==> src/rtl/tag_free_list_if.sv <==
// tag_free_list_if: alloc/free handshake bundle between the tag free list and its users.
//   master: consumer/producer side (drives alloc_valid, free_valid, free_tag)
//   slave : free list side (drives alloc_ready, alloc_tag, free_count, err_double_free)
interface tag_free_list_if #(
    parameter int TAG_W = 4
);
    logic             alloc_valid;
    logic             alloc_ready;
    logic [TAG_W-1:0] alloc_tag;
    logic             free_valid;
    logic [TAG_W-1:0] free_tag;
    logic [TAG_W:0]   free_count;
    logic             err_double_free;

    modport master (
        output alloc_valid, free_valid, free_tag,
        input  alloc_ready, alloc_tag, free_count, err_double_free
    );

    modport slave (
        input  alloc_valid, free_valid, free_tag,
        output alloc_ready, alloc_tag, free_count, err_double_free
    );
endinterface

==> src/rtl/tag_free_list.sv <==
// tag_free_list: circular FIFO of free physical tags with a bitmap shadow for double-free detection.
//   clk                  rising-edge clock
//   rst_aL               synchronous active-low reset; refills the list with tags 0..N-1
//   bus.alloc_valid      consumer takes the head tag this cycle (only when alloc_ready)
//   bus.alloc_ready      a free tag is available
//   bus.alloc_tag        tag at the FIFO head
//   bus.free_valid       producer returns bus.free_tag this cycle (no backpressure)
//   bus.free_tag         tag being released
//   bus.free_count       number of free tags, 0..N
//   bus.err_double_free  sticky flag: a tag that was already free was released again
module tag_free_list #(
    parameter int TAG_W = 4
) (
    input logic            clk,
    input logic            rst_aL,
    tag_free_list_if.slave bus
);
    localparam int N = 1 << TAG_W;

    logic [TAG_W-1:0] mem_q [N];
    logic [TAG_W-1:0] mem_d [N];
    logic [TAG_W-1:0] head_q, head_d;
    logic [TAG_W-1:0] tail_q, tail_d;
    logic [TAG_W:0]   count_q, count_d;
    logic [N-1:0]     free_map_q, free_map_d;
    logic             err_q, err_d;
    logic             alloc_fire;
    logic             good_free;

    always_comb begin
        alloc_fire = bus.alloc_valid & (count_q != '0);
        // The bitmap is checked against pre-cycle state, so freeing the tag being
        // allocated this same cycle counts as a double free.
        good_free  = bus.free_valid & ~free_map_q[bus.free_tag];
        mem_d      = mem_q;
        head_d     = head_q;
        tail_d     = tail_q;
        free_map_d = free_map_q;
        err_d      = err_q | (bus.free_valid & ~good_free);
        if (alloc_fire) begin
            head_d                    = head_q + 1'b1;
            free_map_d[mem_q[head_q]] = 1'b0;
        end
        // A good free always names an allocated tag, so it never collides with the
        // bitmap bit cleared by a same-cycle alloc.
        if (good_free) begin
            mem_d[tail_q]            = bus.free_tag;
            tail_d                   = tail_q + 1'b1;
            free_map_d[bus.free_tag] = 1'b1;
        end
        count_d = count_q + (TAG_W+1)'(good_free) - (TAG_W+1)'(alloc_fire);
    end

    always_ff @(posedge clk) begin
        if (!rst_aL) begin
            for (int i = 0; i < N; i++) mem_q[i] <= TAG_W'(i);
            head_q     <= '0;
            tail_q     <= '0;
            count_q    <= (TAG_W+1)'(N);
            free_map_q <= '1;
            err_q      <= 1'b0;
        end else begin
            mem_q      <= mem_d;
            head_q     <= head_d;
            tail_q     <= tail_d;
            count_q    <= count_d;
            free_map_q <= free_map_d;
            err_q      <= err_d;
        end
    end

    // Outputs come straight from registers; no input reaches an output in the same cycle.
    assign bus.alloc_ready     = count_q != '0;
    assign bus.alloc_tag       = mem_q[head_q];
    assign bus.free_count      = count_q;
    assign bus.err_double_free = err_q;

    a_count_matches_map: assert property (@(posedge clk) disable iff (!rst_aL)
        count_q == (TAG_W+1)'($countones(free_map_q)));
endmodule

==> src/flat_wrapper.sv <==
// flat-port wrapper written by rule: the top's interface ports become plain ports
module tag_free_list_flat 
#(
    parameter int TAG_W = 4
)
  (clk, rst_aL, bus_alloc_valid, bus_free_valid, bus_free_tag, bus_alloc_ready, bus_alloc_tag, bus_free_count, bus_err_double_free);
  tag_free_list_if #(.TAG_W(TAG_W)) bus_i ();
  input logic clk;
  input logic rst_aL;
  input wire logic [$bits(bus_i.alloc_valid)-1:0] bus_alloc_valid;
  input wire logic [$bits(bus_i.free_valid)-1:0] bus_free_valid;
  input wire logic [$bits(bus_i.free_tag)-1:0] bus_free_tag;
  output wire logic [$bits(bus_i.alloc_ready)-1:0] bus_alloc_ready;
  output wire logic [$bits(bus_i.alloc_tag)-1:0] bus_alloc_tag;
  output wire logic [$bits(bus_i.free_count)-1:0] bus_free_count;
  output wire logic [$bits(bus_i.err_double_free)-1:0] bus_err_double_free;
  assign bus_i.alloc_valid = bus_alloc_valid;
  assign bus_i.free_valid = bus_free_valid;
  assign bus_i.free_tag = bus_free_tag;
  assign bus_alloc_ready = bus_i.alloc_ready;
  assign bus_alloc_tag = bus_i.alloc_tag;
  assign bus_free_count = bus_i.free_count;
  assign bus_err_double_free = bus_i.err_double_free;
  tag_free_list #(.TAG_W(TAG_W)) u_core (.clk(clk), .rst_aL(rst_aL), .bus(bus_i));
endmodule
==> config.mk <==
export PLATFORM = sky130hd
export DESIGN_NAME = tag_free_list_flat
export DESIGN_NICKNAME = d
export VERILOG_FILES = /design/src/rtl/tag_free_list_if.sv /design/src/rtl/tag_free_list.sv /design/src/flat_wrapper.sv
export SDC_FILE = /design/constraint.sdc
export NUM_CORES = 1
export LEC_CHECK = 0
export ABC_AREA = 1
export CORE_ASPECT_RATIO = 2
export CORE_MARGIN = 3
export CORE_UTILIZATION = 60
export DETAILED_ROUTE_END_ITERATION = 10
export PLACE_DENSITY = 0.86
export SLEW_MARGIN = 10
export SYNTH_ARGS = -nofsm -noshare
export SYNTH_HDL_FRONTEND = slang
export SYNTH_SLANG_ARGS = --single-unit
==> constraint.sdc <==
create_clock -name clk -period 3.5 [get_ports clk]
set_clock_uncertainty 0.2 [all_clocks]
set_input_delay 0.35 -clock clk [delete_from_list [all_inputs] [get_ports clk]]
set_output_delay 0.35 -clock clk [all_outputs]
set_load 0.02 [all_outputs]
Word level (Yosys, flattened, before mapping)
Index checks and enable logic that the tools add are counted.
W data, S select, Z words.
- reductions and logical operators: 4
- mux-type cells: 14
- $add $sub $neg: 4
- magnitude comparators: 7
- bitwise logic cells: 11
- operators by type and width (operator ; number):
    $bwmux W64 ; 1
    $mux W16 ; 2
    $and A16 B16 Y16 ; 1
    $bmux W4 S4 ; 1
    $demux W4 S4 ; 1
    $not A16 Y16 ; 1
    $or A16 B16 Y16 ; 1
    $mux W4 ; 3
    $ge A5 B5 Y1 const B ; 2
    $lt A4 B5 Y1 const B ; 2
    $not A4 Y5 ; 2
    $add A4 B1 Y4 const B ; 2
    $demux W1 S4 ; 2
    $ge A4 B1 Y1 const B ; 2
    $add A5 B1 Y5 ; 1
    $lt A5 B1 Y1 const B ; 1
    $reduce_bool A5 Y1 ; 1
    $sub A5 B1 Y5 ; 1
    $bmux W1 S4 ; 1
    $and A1 B1 Y1 ; 3
    $logic_and A1 B1 Y1 ; 3
    $mux W1 ; 3
    $not A1 Y1 ; 2
    $or A1 B1 Y1 ; 1
- input port bits: 8
- bits in registers: 94
- output and inout port bits: 11

Logic depth before layout (Yosys ltp)
- word-level depth: 13
- gate-level depth with buffers: 18
- gate-level depth less buffers: 18

Worst setup path before layout
OpenSTA, ideal clock, no wires.
- path type: register -> register
- start: register u_core.count_q[2], in the netlist u_core.bus.free_count[2]
- end: register u_core.count_q[4], in the netlist u_core.bus.free_count[4]
- slack: 452 ps
- arrival time: 2715 ps
- data required time: 3167 ps
- stages on the path, launching flop included: 17
- buffers on the path: 1
- path through: dfxtp_1 > inv_1 > ha_1 > nand3_1 > nand2_1 > inv_1 > clkbuf_1 > ha_1 > inv_1 > ha_1 > inv_1 > fa_1 > inv_1 > nand2_1 > a21oi_1 > nor3_1 > nand3b_1
- cells in the longest elaborated chain, start to end: 3
- RTL lines (element ; line ; RTL):
    start: declaration ; tag_free_list.sv:24 ; logic [TAG_W:0] count_q, count_d;
    start signal: assignment ; tag_free_list.sv:59 ; count_q <= (TAG_W+1)'(N);
    start signal: assignment ; tag_free_list.sv:66 ; count_q <= count_d;
    $reduce_bool A5 Y1 ; - ;
    net bus_alloc_ready ; flat_wrapper.sv:13 ; output wire logic [$bits(bus_i.alloc_ready)-1:0] bus_alloc_ready;
    $and A1 B1 Y1 ; tag_free_list.sv:31 ; alloc_fire = bus.alloc_valid & (count_q != '0);
    $sub A5 B1 Y5 ; tag_free_list.sv:51 ; count_d = count_q + (TAG_W+1)'(good_free) - (TAG_W+1)'(alloc_fire);
The timed path passes the listed nets, and every way through them passes these cells.
A chain may end at the register's enable or synchronous reset.

Worst setup path after layout
- start: register u_core.head_q[2]
- end: output port bus_alloc_tag[0]
- cells in the longest elaborated chain, start to end: 4
- RTL lines (element ; line ; RTL):
    start: declaration ; tag_free_list.sv:22 ; logic [TAG_W-1:0] head_q, head_d;
    start signal: assignment ; tag_free_list.sv:57 ; head_q <= '0;
    start signal: assignment ; tag_free_list.sv:64 ; head_q <= head_d;
    $not A4 Y5 (implied by the code) ; tag_free_list.sv:74 ; assign bus.alloc_tag = mem_q[head_q];
    $bmux W4 S4 ; tag_free_list.sv:74 ;
    $mux W4 (implied by the code) (2 in series) ; tag_free_list.sv:74 ;
    end: declaration ; flat_wrapper.sv:14 ; output wire logic [$bits(bus_i.alloc_tag)-1:0] bus_alloc_tag;
No other way between the ends. The select of a mux whose other input is x is not followed.

==> qor.yml <==
post_cts_buffers: 0
cp.required_ns: 2.95
areaGrowthSynthToFinish_pct: 10.8
path_max_fanout: 12
hold_class: "input pin to register"
synth_edf_count: 0
yosys.area.top_type: "dfxtp_1"
nets: 898
synth_most_common_cell: "nand2_1"
setup_violations: 0
antenna_left: 0
rows: 48
yosys_warnings: 0
drc: 0
firstDrtPassIters: 7
p_comb_frac: 0.302
p_int_mw: 2.11
multiInputGateArea_sq_um: 2760
cp.depth: 5
switching_share: 0.350
place_congestion: 0.932
period_needed_ns: 3.18
rsz0062_at_grt: "false"
critical-path-max-stage-delay_ns: 0.68
io_pins: 19
power.density_nw_per_um2: 540
fin_setup_tns_ns: 0
synth_area_sq_um: 5420
drive_above_1_share: 0.0589
hpwl_microns: 11100
htreeDepth: 3
wl_microns: 16000
maxCapViolCount: 0
initial_core_util: 0.623
hold_buffers: 0
crit_chain: "clkinv_1 -> nand3_1 -> nand3_1 -> nand2_1 -> clkdlybuf4s50_1"
synth.top_cells.by_count: "nand2_1 (247), inv_1 (144), nand3_1 (123), dfxtp_1 (94), nor2_1 (85)"
async_reset_ff_frac: 0
net-switching-power_mw: 1.14
fp.dieW_microns: 73.2
root_buffer: "clkbuf_16"
relSlewSlack: 0.385
cts_resized: 0
slew_viol_final: 0
netlist_instances: 875
clk_pin_slew_ns: 0.07
die-area_sq_um: 10300
cp-end-kind: "output port"
cpMostUsedCell: "nand3_1"
drt_iter0_markers: 738
final_cell_area_sq_um: 6000
cp-startpoint: "u_core.head_q[2]"
clock-sinks: 94
wl_per_cell_microns: 16.3
synth.area.top_cells: "dfxtp_1 (35%), nand2_1 (17%), nand3_1 (11%)"
cts_made_buffers: 9
synth_top_area_share: 0.347
r2r-start: "u_core.bus.free_count[3]"
synthFlopType: "dfxtp_1"
grt_pass1_vias: 5432
tightestPinTransition_ns: 0.923
ir_drop_uv: 422
ys_seq_area_frac: 0.347
fillers: 793
vias_per_cell: 5.81
p_seq_frac: 0.366
cp_slowest_cell: "clkdlybuf4s50_1"
crit_path_start_kind: "register"
reg2reg_to: "u_core.bus.free_count[4]"
final-seq-area_sq_um: 1880
hold_viol: 0
status: "completed"
grt_max_degree: 100
crit_family: "buffers and inverters"
finish.utilization: 0.690
critPathCapture: "bus_alloc_tag[0]"
ys_ff_latch: 94
cts_tree: "built"
grt_overflow: 0
die_y_microns: 140
clkPwrFrac: 0.332
arrival_ns: 2.63
period_share: 0.910
rrSetupSlack_ns: 0.73
total_leakage_power_nw: 3.13
antenna_found_initial: 0
diodes: 0
dpl-instance-area_sq_um: 5680
avgSynthCellArea_sq_um: 6.20
synth_cell_types: 26
clock_path_buffers: 2
critical_path_class: "register to output port"
syn-num-nets: 895
grt_pass1_wl_microns: 26000
maxClockFrequency_mhz: 314
portBuffers: 18
core_sq_um: 8710
rr_worst_depth: 15
insertion_delay_ns: 0.35
vias: 5709
grt_use_total: 0.325
cp_num_buf_inv: 2
## layout make-up
type                            instances  share of cell area
Inverter                              151              0.0944
Clock buffer                           11              0.0404
Sequential cell                        94               0.313
Multi-Input combinational cell        582               0.459
Timing Repair Buffer                   40              0.0579
Clock inverter                          5              0.0138
Tap cell                              100              0.0208
## metrics by stage
stage               std cells  hold WS (ns)  worst slack, ns  power [mW]
floorplan                 875         0.219            0.452        1.86
global placement          967         0.238            0.260        2.14
detailed placement        967         0.234            0.133        2.17
CTS                       983         0.190            0.391        3.24
global route              983         0.248            0.125        3.41
finish                    983         0.198            0.315        3.24
## how the worst min path moves through the flow
stage	from	to	cells past startpoint	slack [ns]
global route	bus_free_valid	u_core.tail_q[2]	4	0.25
floorplan	u_core.free_map_q[4]	u_core.free_map_q[4]	2	0.22
detailed placement	u_core.free_map_q[0]	u_core.free_map_q[0]	2	0.23
global placement	u_core.mem_q[8]	u_core.mem_q[8]	2	0.24
finish	bus_free_valid	u_core.tail_q[2]	4	0.20
CTS	bus_free_valid	u_core.tail_q[2]	4	0.19
## metal layers
layer | routed length (microns) | global-route usage | up-vias
met5 | 0 | 0 | -
met3 | 931 | 0.0496 | 70
met4 | 1150 | 0.241 | 0
li1 | - | - | 2765
met1 | 5690 | 0.350 | 2623
met2 | 8240 | 0.549 | 251
## registers in the layout, indices dropped and copies added, names as in the netlist
name	count
u_core.free_map_q	16
u_core.mem_q	64
u_core.bus.free_count	5
u_core.head_q	4
u_core.bus.err_double_free	1
u_core.tail_q	4
## power groups by stage
| stage | Clock [mW] | Sequential (mW) | Combinational [mW] |
|---|---|---|---|
| 3_5_place_dp | 0 | 1.21 | 0.961 |
| 4_1_cts | 1.08 | 1.19 | 0.967 |
| 5_1_grt | 1.14 | 1.19 | 1.09 |
| 6_report | 1.08 | 1.19 | 0.979 |
| 3_3_place_gp | 0 | 1.21 | 0.929 |
| 2_1_floorplan | 0 | 1.22 | 0.632 |
## layout by cell type (no fill, tap or decap), drive strengths merged
| cell | count |
|---|---|
| nand2 | 248 |
| inv | 147 |
| nand3 | 131 |
| dfxtp | 94 |
| nor2 | 86 |
| nand4 | 68 |
| buf | 24 |
| o21ai | 18 |
| clkdlybuf4s50 | 16 |
| ha | 11 |
| clkbuf | 11 |
| a21oi | 7 |
| o21bai | 6 |
| clkinv | 4 |
| xor2 | 3 |
| clkinvlp | 3 |
| bufinv | 2 |
| a31oi | 1 |
| nor3 | 1 |
| nand3b | 1 |
| fa | 1 |
## tightest hold or removal path: stages
cell	delay, ns
buf_2	0.10
nand2_1	0.12
nand2_1	0.08
a21oi_1	0.05
## logic make-up (layout without fill, tap and decap cells)
kind of cell	after synthesis	after routing	share of synthesized area
xor+xnor	3	3	0.00485
flops	94	94	0.347
buf+inv	199	207	0.144
simple gates	535	535	0.442
fa+ha+maj	12	12	0.0291
compound gates	32	32	0.0325
Power figures use the tool's default switching activity.
